$ cat src/rtl/k_and_s_pkg.sv
// Shared types and opcode map for the K&S processor datapath and control unit.
package k_and_s_pkg;

  typedef enum logic [3:0] {
    I_NOP,
    I_BRANCH,
    I_BZERO,
    I_BNEG,
    I_BNZERO,
    I_BNNEG,
    I_LOAD,
    I_STORE,
    I_MOVE,
    I_ADD,
    I_SUB,
    I_AND,
    I_OR,
    I_HALT
  } decoded_instruction_type;

  localparam logic [7:0] OP_NOP    = 8'h00;
  localparam logic [7:0] OP_BRANCH = 8'h01;
  localparam logic [7:0] OP_BZERO  = 8'h02;
  localparam logic [7:0] OP_BNEG   = 8'h03;
  localparam logic [7:0] OP_BNZERO = 8'h0A;
  localparam logic [7:0] OP_BNNEG  = 8'h0B;
  localparam logic [7:0] OP_LOAD   = 8'h81;
  localparam logic [7:0] OP_STORE  = 8'h82;
  localparam logic [7:0] OP_MOVE   = 8'h83;
  localparam logic [7:0] OP_ADD    = 8'hA1;
  localparam logic [7:0] OP_SUB    = 8'hA2;
  localparam logic [7:0] OP_AND    = 8'hA3;
  localparam logic [7:0] OP_OR     = 8'hA4;
  localparam logic [7:0] OP_HALT   = 8'hFF;

  typedef struct packed {
    logic zero;
    logic neg;
    logic unsigned_ovf;
    logic signed_ovf;
  } alu_flags_t;

endpackage

$ cat src/rtl/ks_flags_reg.sv
// Flags register: four enable-gated flops holding the status of the last
// flag-setting ALU operation.
module ks_flags_reg
  import k_and_s_pkg::*;
(
  input  logic       clk,
  input  logic       rst_n,
  input  logic       enable,
  input  alu_flags_t flags_in,
  output alu_flags_t flags_out
);

  alu_flags_t flags_q, flags_d;

  // NOTE: assign the default first so every path drives flags_d and no latch is inferred.
  always_comb begin
    flags_d = flags_q;
    if (enable) flags_d = flags_in;
  end

  // NOTE: sequential state uses non-blocking assignments so all flops update together.
  always_ff @(posedge clk or negedge rst_n) begin
    if (!rst_n) flags_q <= '0;
    else        flags_q <= flags_d;
  end

  assign flags_out = flags_q;

endmodule

$ cat src/rtl/instruction_decoder.sv
// Instruction register, opcode decode and flags register of the K&S processor.
// Define INSTR_COUNT_EN to add a saturating 16-bit count of instruction loads.
module instruction_decoder
  import k_and_s_pkg::*;
#(
  parameter int DATA_WIDTH = 16,
  parameter int ADDR_WIDTH = 5
) (
  input  logic                    clk,
  input  logic                    rst_n,
  input  logic                    ir_enable,
  input  logic                    flags_reg_enable,
  input  logic [DATA_WIDTH-1:0]   data_in,
  input  logic                    alu_zero,
  input  logic                    alu_neg,
  input  logic                    alu_unsigned_overflow,
  input  logic                    alu_signed_overflow,
  output decoded_instruction_type decoded_instruction,
  output logic [1:0]              a_addr,
  output logic [1:0]              b_addr,
  output logic [1:0]              c_addr,
  output logic [ADDR_WIDTH-1:0]   mem_addr,
  output logic                    zero_op,
  output logic                    neg_op,
  output logic                    unsigned_overflow,
  output logic                    signed_overflow,
  output logic                    illegal_instr
`ifdef INSTR_COUNT_EN
  ,
  output logic [15:0]             instr_count
`endif
);

  logic [DATA_WIDTH-1:0] ir_q, ir_d;
  logic [7:0]            opcode;
  logic                  ir_unused;

  always_comb begin
    ir_d = ir_q;
    if (ir_enable) ir_d = data_in;
  end

  always_ff @(posedge clk or negedge rst_n) begin
    if (!rst_n) ir_q <= '0;
    else        ir_q <= ir_d;
  end

  assign opcode    = ir_q[15:8];
  // Bit 7 of the operand byte belongs to no field in any format.
  assign ir_unused = ir_q[7];

  always_comb begin
    decoded_instruction = I_NOP;
    a_addr              = '0;
    b_addr              = '0;
    c_addr              = '0;
    mem_addr            = '0;
    illegal_instr       = 1'b0;
    unique case (opcode)
      OP_NOP:    decoded_instruction = I_NOP;
      OP_BRANCH: begin
        decoded_instruction = I_BRANCH;
        mem_addr            = ADDR_WIDTH'(ir_q[4:0]);
      end
      OP_BZERO: begin
        decoded_instruction = I_BZERO;
        mem_addr            = ADDR_WIDTH'(ir_q[4:0]);
      end
      OP_BNEG: begin
        decoded_instruction = I_BNEG;
        mem_addr            = ADDR_WIDTH'(ir_q[4:0]);
      end
      OP_BNZERO: begin
        decoded_instruction = I_BNZERO;
        mem_addr            = ADDR_WIDTH'(ir_q[4:0]);
      end
      OP_BNNEG: begin
        decoded_instruction = I_BNNEG;
        mem_addr            = ADDR_WIDTH'(ir_q[4:0]);
      end
      OP_LOAD: begin
        decoded_instruction = I_LOAD;
        c_addr              = ir_q[6:5];
        mem_addr            = ADDR_WIDTH'(ir_q[4:0]);
      end
      OP_STORE: begin
        decoded_instruction = I_STORE;
        a_addr              = ir_q[6:5];
        mem_addr            = ADDR_WIDTH'(ir_q[4:0]);
      end
      OP_MOVE: begin
        decoded_instruction = I_MOVE;
        c_addr              = ir_q[3:2];
        a_addr              = ir_q[1:0];
      end
      OP_ADD, OP_SUB, OP_AND, OP_OR: begin
        unique case (opcode)
          OP_ADD:  decoded_instruction = I_ADD;
          OP_SUB:  decoded_instruction = I_SUB;
          OP_AND:  decoded_instruction = I_AND;
          default: decoded_instruction = I_OR;
        endcase
        c_addr = ir_q[5:4];
        a_addr = ir_q[3:2];
        b_addr = ir_q[1:0];
      end
      OP_HALT:   decoded_instruction = I_HALT;
      default:   illegal_instr = 1'b1;
    endcase
  end

  alu_flags_t alu_flags, flags;

  assign alu_flags = '{zero:         alu_zero,
                       neg:          alu_neg,
                       unsigned_ovf: alu_unsigned_overflow,
                       signed_ovf:   alu_signed_overflow};

  ks_flags_reg u_flags_reg (
    .clk       (clk),
    .rst_n     (rst_n),
    .enable    (flags_reg_enable),
    .flags_in  (alu_flags),
    .flags_out (flags)
  );

  assign zero_op           = flags.zero;
  assign neg_op            = flags.neg;
  assign unsigned_overflow = flags.unsigned_ovf;
  assign signed_overflow   = flags.signed_ovf;

`ifdef INSTR_COUNT_EN
  logic [15:0] instr_count_q, instr_count_d;

  // A halted core keeps being fed its HALT word; those reloads are not new instructions.
  always_comb begin
    instr_count_d = instr_count_q;
    if (ir_enable && (opcode != OP_HALT) && (instr_count_q != 16'hFFFF))
      instr_count_d = instr_count_q + 16'd1;
  end

  always_ff @(posedge clk or negedge rst_n) begin
    if (!rst_n) instr_count_q <= '0;
    else        instr_count_q <= instr_count_d;
  end

  assign instr_count = instr_count_q;
`endif

endmodule
$ cat config.mk
export PLATFORM = sky130hd
export DESIGN_NAME = instruction_decoder
export DESIGN_NICKNAME = d
export VERILOG_FILES = /design/src/rtl/k_and_s_pkg.sv /design/src/rtl/ks_flags_reg.sv /design/src/rtl/instruction_decoder.sv
export SDC_FILE = /design/constraint.sdc
export NUM_CORES = 1
export LEC_CHECK = 0
export CORE_ASPECT_RATIO = 2
export CORE_MARGIN = 2
export CORE_UTILIZATION = 40
export CTS_CLUSTER_SIZE = 14
export DETAILED_ROUTE_END_ITERATION = 8
export GPL_TIMING_DRIVEN = 0
export PLACE_DENSITY = 0.75
export SKIP_CTS_REPAIR_TIMING = 1
export SLEW_MARGIN = 25
export SYNTH_ARGS = -nofsm -noshare
export SYNTH_HDL_FRONTEND = slang
export SYNTH_HIERARCHICAL = 1
export SYNTH_SLANG_ARGS = --single-unit
export TNS_END_PERCENT = 1
$ cat constraint.sdc
create_clock -name clk -period 2.25 [get_ports clk]
set_input_delay 0.5625 -clock clk [delete_from_list [all_inputs] [get_ports clk]]
set_output_delay 0.5625 -clock clk [all_outputs]
set_load 0.005 [all_outputs]
== Word-level counts from Yosys, hierarchy flattened ==
Index checks and enable logic that the tools add are counted.
Widths: inputs -> output; s select.
Operators by class
  equality and inequality tests: 13
  mux-type cells: 7
  reductions and logical operators: 4
Operators by type and width (number)
  $eq 8x8->1 const B: 8
  $pmux 4 s10: 1
  $eq 8x2->1 const B: 2
  $eq 8x4->1 const B: 2
  $reduce_or 14->1: 1
  $pmux 2 s3: 2
  $pmux 3 s3: 1
  $eq 8x1->1 const B: 1
  $logic_not 8->1: 1
  $reduce_or 7->1: 1
  $mux 5: 1
  $reduce_or 4->1: 1
  $mux 2: 1
  $mux 1: 1
Word-level totals
  bits in registers: 20
  output and inout port bits: 20
  logic and storage cells: 29

== Logic depth before layout (Yosys ltp) ==
  depth after elaboration: 3
  depth in mapped cells: 5

== By module ==
Netlist, hierarchy kept.
By module, submodules not included
  instruction_decoder: instances 1, cells each 98, area an instance 935.9 um^2
  ks_flags_reg: instances 1, cells each 8, area an instance 145.1 um^2

== Worst setup path before layout ==
No wires, ideal clock.
  path type: register -> output
  start: register ir_q[13]
  end: output port illegal_instr
  arrival: 1.609 ns
  data required time: 1.688 ns
  path slack: 0.079 ns
  stages on the path, launching flop included: 6
  buffers on the path: 1
  cell sequence: dfrtp_1 > or4_1 > buf_2 > nor3_4 > a211o_1 > o21ba_1
Between the ends
  longest elaborated chain between the ends: 3
  elaborated cells between the ends (all ways): 16
  classes of those cells: 13 x eq/ne; 1 x mux; 2 x reduce/logical
Ends and longest elaborated chain
  start: declaration: line instruction_decoder.sv:34  | logic [DATA_WIDTH-1:0] ir_q, ir_d;
  start signal: assignment: line instruction_decoder.sv:45  | else ir_q <= ir_d;
  $eq 8x8->1, or another cell as far along: line instruction_decoder.sv:59  | unique case (opcode)
  $reduce_or 14->1 (no source line) (*)
  $mux 1 (*): line instruction_decoder.sv:59
  end: declaration: line instruction_decoder.sv:27  | output logic illegal_instr
Mark *: on every way between the ends. The rest lies on a longest branch, timed or not.

== Final worst setup path ==
  start: register ir_q[12]
  end: output port illegal_instr
The elaborated chain is that of the path after synthesis.

==> impl_metrics.ini <==
[run_status]
status = finished, violations left
violations = negative setup slack

[logic_synthesis]
avgSynthCellArea_sq_um = 10.2
syn-cell-area_sq_mm = 0.00108
synth.distinct_cells = 30
synth.net_count = 130
syn_inst = 106
yosysSeqAreaShare = 0.440
ys_async_sr_fraction = 1.00
synth-edff-count = 0
ys_ff_latch = 19
ys.flop_type = dfrtp_1
ys_warn_count = 6

[setup_path]
path_max_fanout = 6
crit_path_end_kind = output pin
critical_path_buf_inv_count = 2
path_delay_family = simple AND/OR/NAND/NOR gates
reg2reg_setup_slack_ps = 1120
cp.arrival_ps = 2290
critPathSlowestCell = or4_4
start_kind = flip-flop
max_stage_delay_ps = 540
timing.rr.end = ir_q[15]
crit_chain = or4_4, buf_6, nor3_4, a211o_1, o21ba_1, clkdlybuf4s50_1
required_ps = 1690
rr_worst_depth = 3
critical_path_class = reg2out
reg2reg_from = ir_q[15]

[cts]
clock_latency_ps = 250
numCtsBuffers = 3
cts.sinks = 19
cts_tree = yes
clockBufferDepth = 2
clkSlewWorstSetupHoldPaths_ps = 60
htreeDepth = 1
root_buffer = clkbuf_8

[sta]
rsz0062_at_grt = true
final.setup.tns_ps = -6840
max_freq_mhz = 351
worst_pin_slew_ps = 821
hold_viol_final = 0
drv_slew = 0
min_period_ps = 2850
fin_crit_sh = 1.27
max_slew_margin = 0.451
setup_slack_ps = -598
finClkSkew_ps = 0
setup_viol = 16

[hold_path]
hold_class = reg2reg
min_from = u_flags_reg/flags_out[2]
hold_depth = 1
whs_endpoint = u_flags_reg/flags_out[2]

[layout]
finish.net_count = 188
fin_cells = 191
diodes = 0
layout_common_cells = clkdlybuf4s50_1, dfrtp_1, mux2_2
final_common_cell = clkdlybuf4s50_1
drive_gt1_frac = 0.362
final_area_sq_mm = 0.00169
syn_to_final_growth_pct = 56.6

[routing]
drt_pass1_iterations = 4
viasPerCell = 5.45
drtAntennaViolNets = 0
drt-initial-drc-count = 15
drt_wl_total_um = 2800
num_vias = 1040
wire_per_inst_um = 14.7
drc = 0

[global_route]
grt_pass1_wl_um = 4200
grt_pass1_vias = 1013
antenna_found_initial = 0
grt_max_degree = 20
track_usage = 0.191
grt.overflow.total = 0

[placement]
place_congestion = 0.751
placed_cell_area_sq_mm = 0.00153
place_inst = 175
port_buffers = 41
dp_hpwl_um = 2080

[die]
chipWidth_um = 40.8
dieHeight_um = 77.5
num_io_pins = 44
rows = 26
initial_core_util = 0.421
dieArea_sq_mm = 0.00316
fp.coreArea_sq_mm = 0.00257

[pwr]
p_per_area_mw_per_mm2 = 502
ir_drop_uv = 464
leakagePower_uw = 0.000721

[run]
max_cap_violations = 0
==> report_power, final <==
group | leakage [uW] | switching (uW) | total, uW | internal, uW
registers | 0.000221 | 31.4 | 408 | 376
clock network | 0.0000228 | 99.5 | 225 | 126
logic | 0.000477 | 91.6 | 217 | 126
total | 0.000721 | 223 | 850 | 628
==> cell usage after synthesis, types with 2 or more instances <==
library cell	instances	area [sq um]
a21oi_1	4	20.0
inv_1	4	15.0
or4_1	2	15.0
nand2_1	12	45.0
o21ai_0	9	45.0
nor2_1	2	7.51
mux2_2	15	169
nor3_1	3	15.0
and2_1	7	43.8
a22oi_1	4	30.0
clkbuf_1	5	18.8
nand2b_1	3	18.8
dfrtp_1	19	475
==> state kept, by name, summed over array words and instances (netlist names) <==
register and flops:
u_flags_reg/flags_out 4, ir_q 15
==> kinds of logic after synthesis <==
family          count (synthesis)  synth area share
simple gates                   36             0.194
compound gates                 26             0.174
flops                          19             0.440
mux                            15             0.156
buf+inv                        10            0.0359
==> through the flow <==
| step | worst slack, ps | util | power (uW) | hold WS, ps |
|---|---|---|---|---|
| after global placement | -570 | 0.594 | 592 | 497 |
| after detailed placement | -628 | 0.594 | 598 | 494 |
| after CTS | -914 | 0.611 | 831 | 519 |
| after global routing | -690 | 0.659 | 900 | 541 |
| final | -598 | 0.659 | 850 | 518 |
| after floorplan | 78.5 | - | 502 | 267 |
==> worst reg2reg max path, stage by stage (launching register included) <==
cell and delay (ps):
dfrtp_1 350, clkbuf_1 370, inv_1 130, o21ai_0 190
==> cell type report <==
class,count,area [sq um]
buffer,6,32.5
clock buffer,4,45.0
fill,217,877
inverter,4,15.0
multi-input combinational,77,613
sequential,19,479
tap,28,35.0
timing repair buffer,53,473
==> per-layer routing <==
layer,track usage,share of wire,up-vias
met2,0.333,0.58,35
met1,0.201,0.36,502
met5,0,0,-
met4,0.103,0.027,0
met3,0.0171,0.033,7
li1,-,-,496
==> worst max-delay path by stage <==
stage	from	slack, ps	cells after the start	endpoint
finish	ir_q[12]	-600	6	illegal_instr
global route	ir_q[12]	-690	8	a_addr[0]
CTS	ir_q[13]	-910	6	a_addr[1]
detailed placement	ir_q[13]	-630	6	a_addr[1]
global placement	ir_q[13]	-570	6	a_addr[0]
floorplan	ir_q[13]	80	5	illegal_instr
No activity file was read; power rests on OpenSTA's default activity.
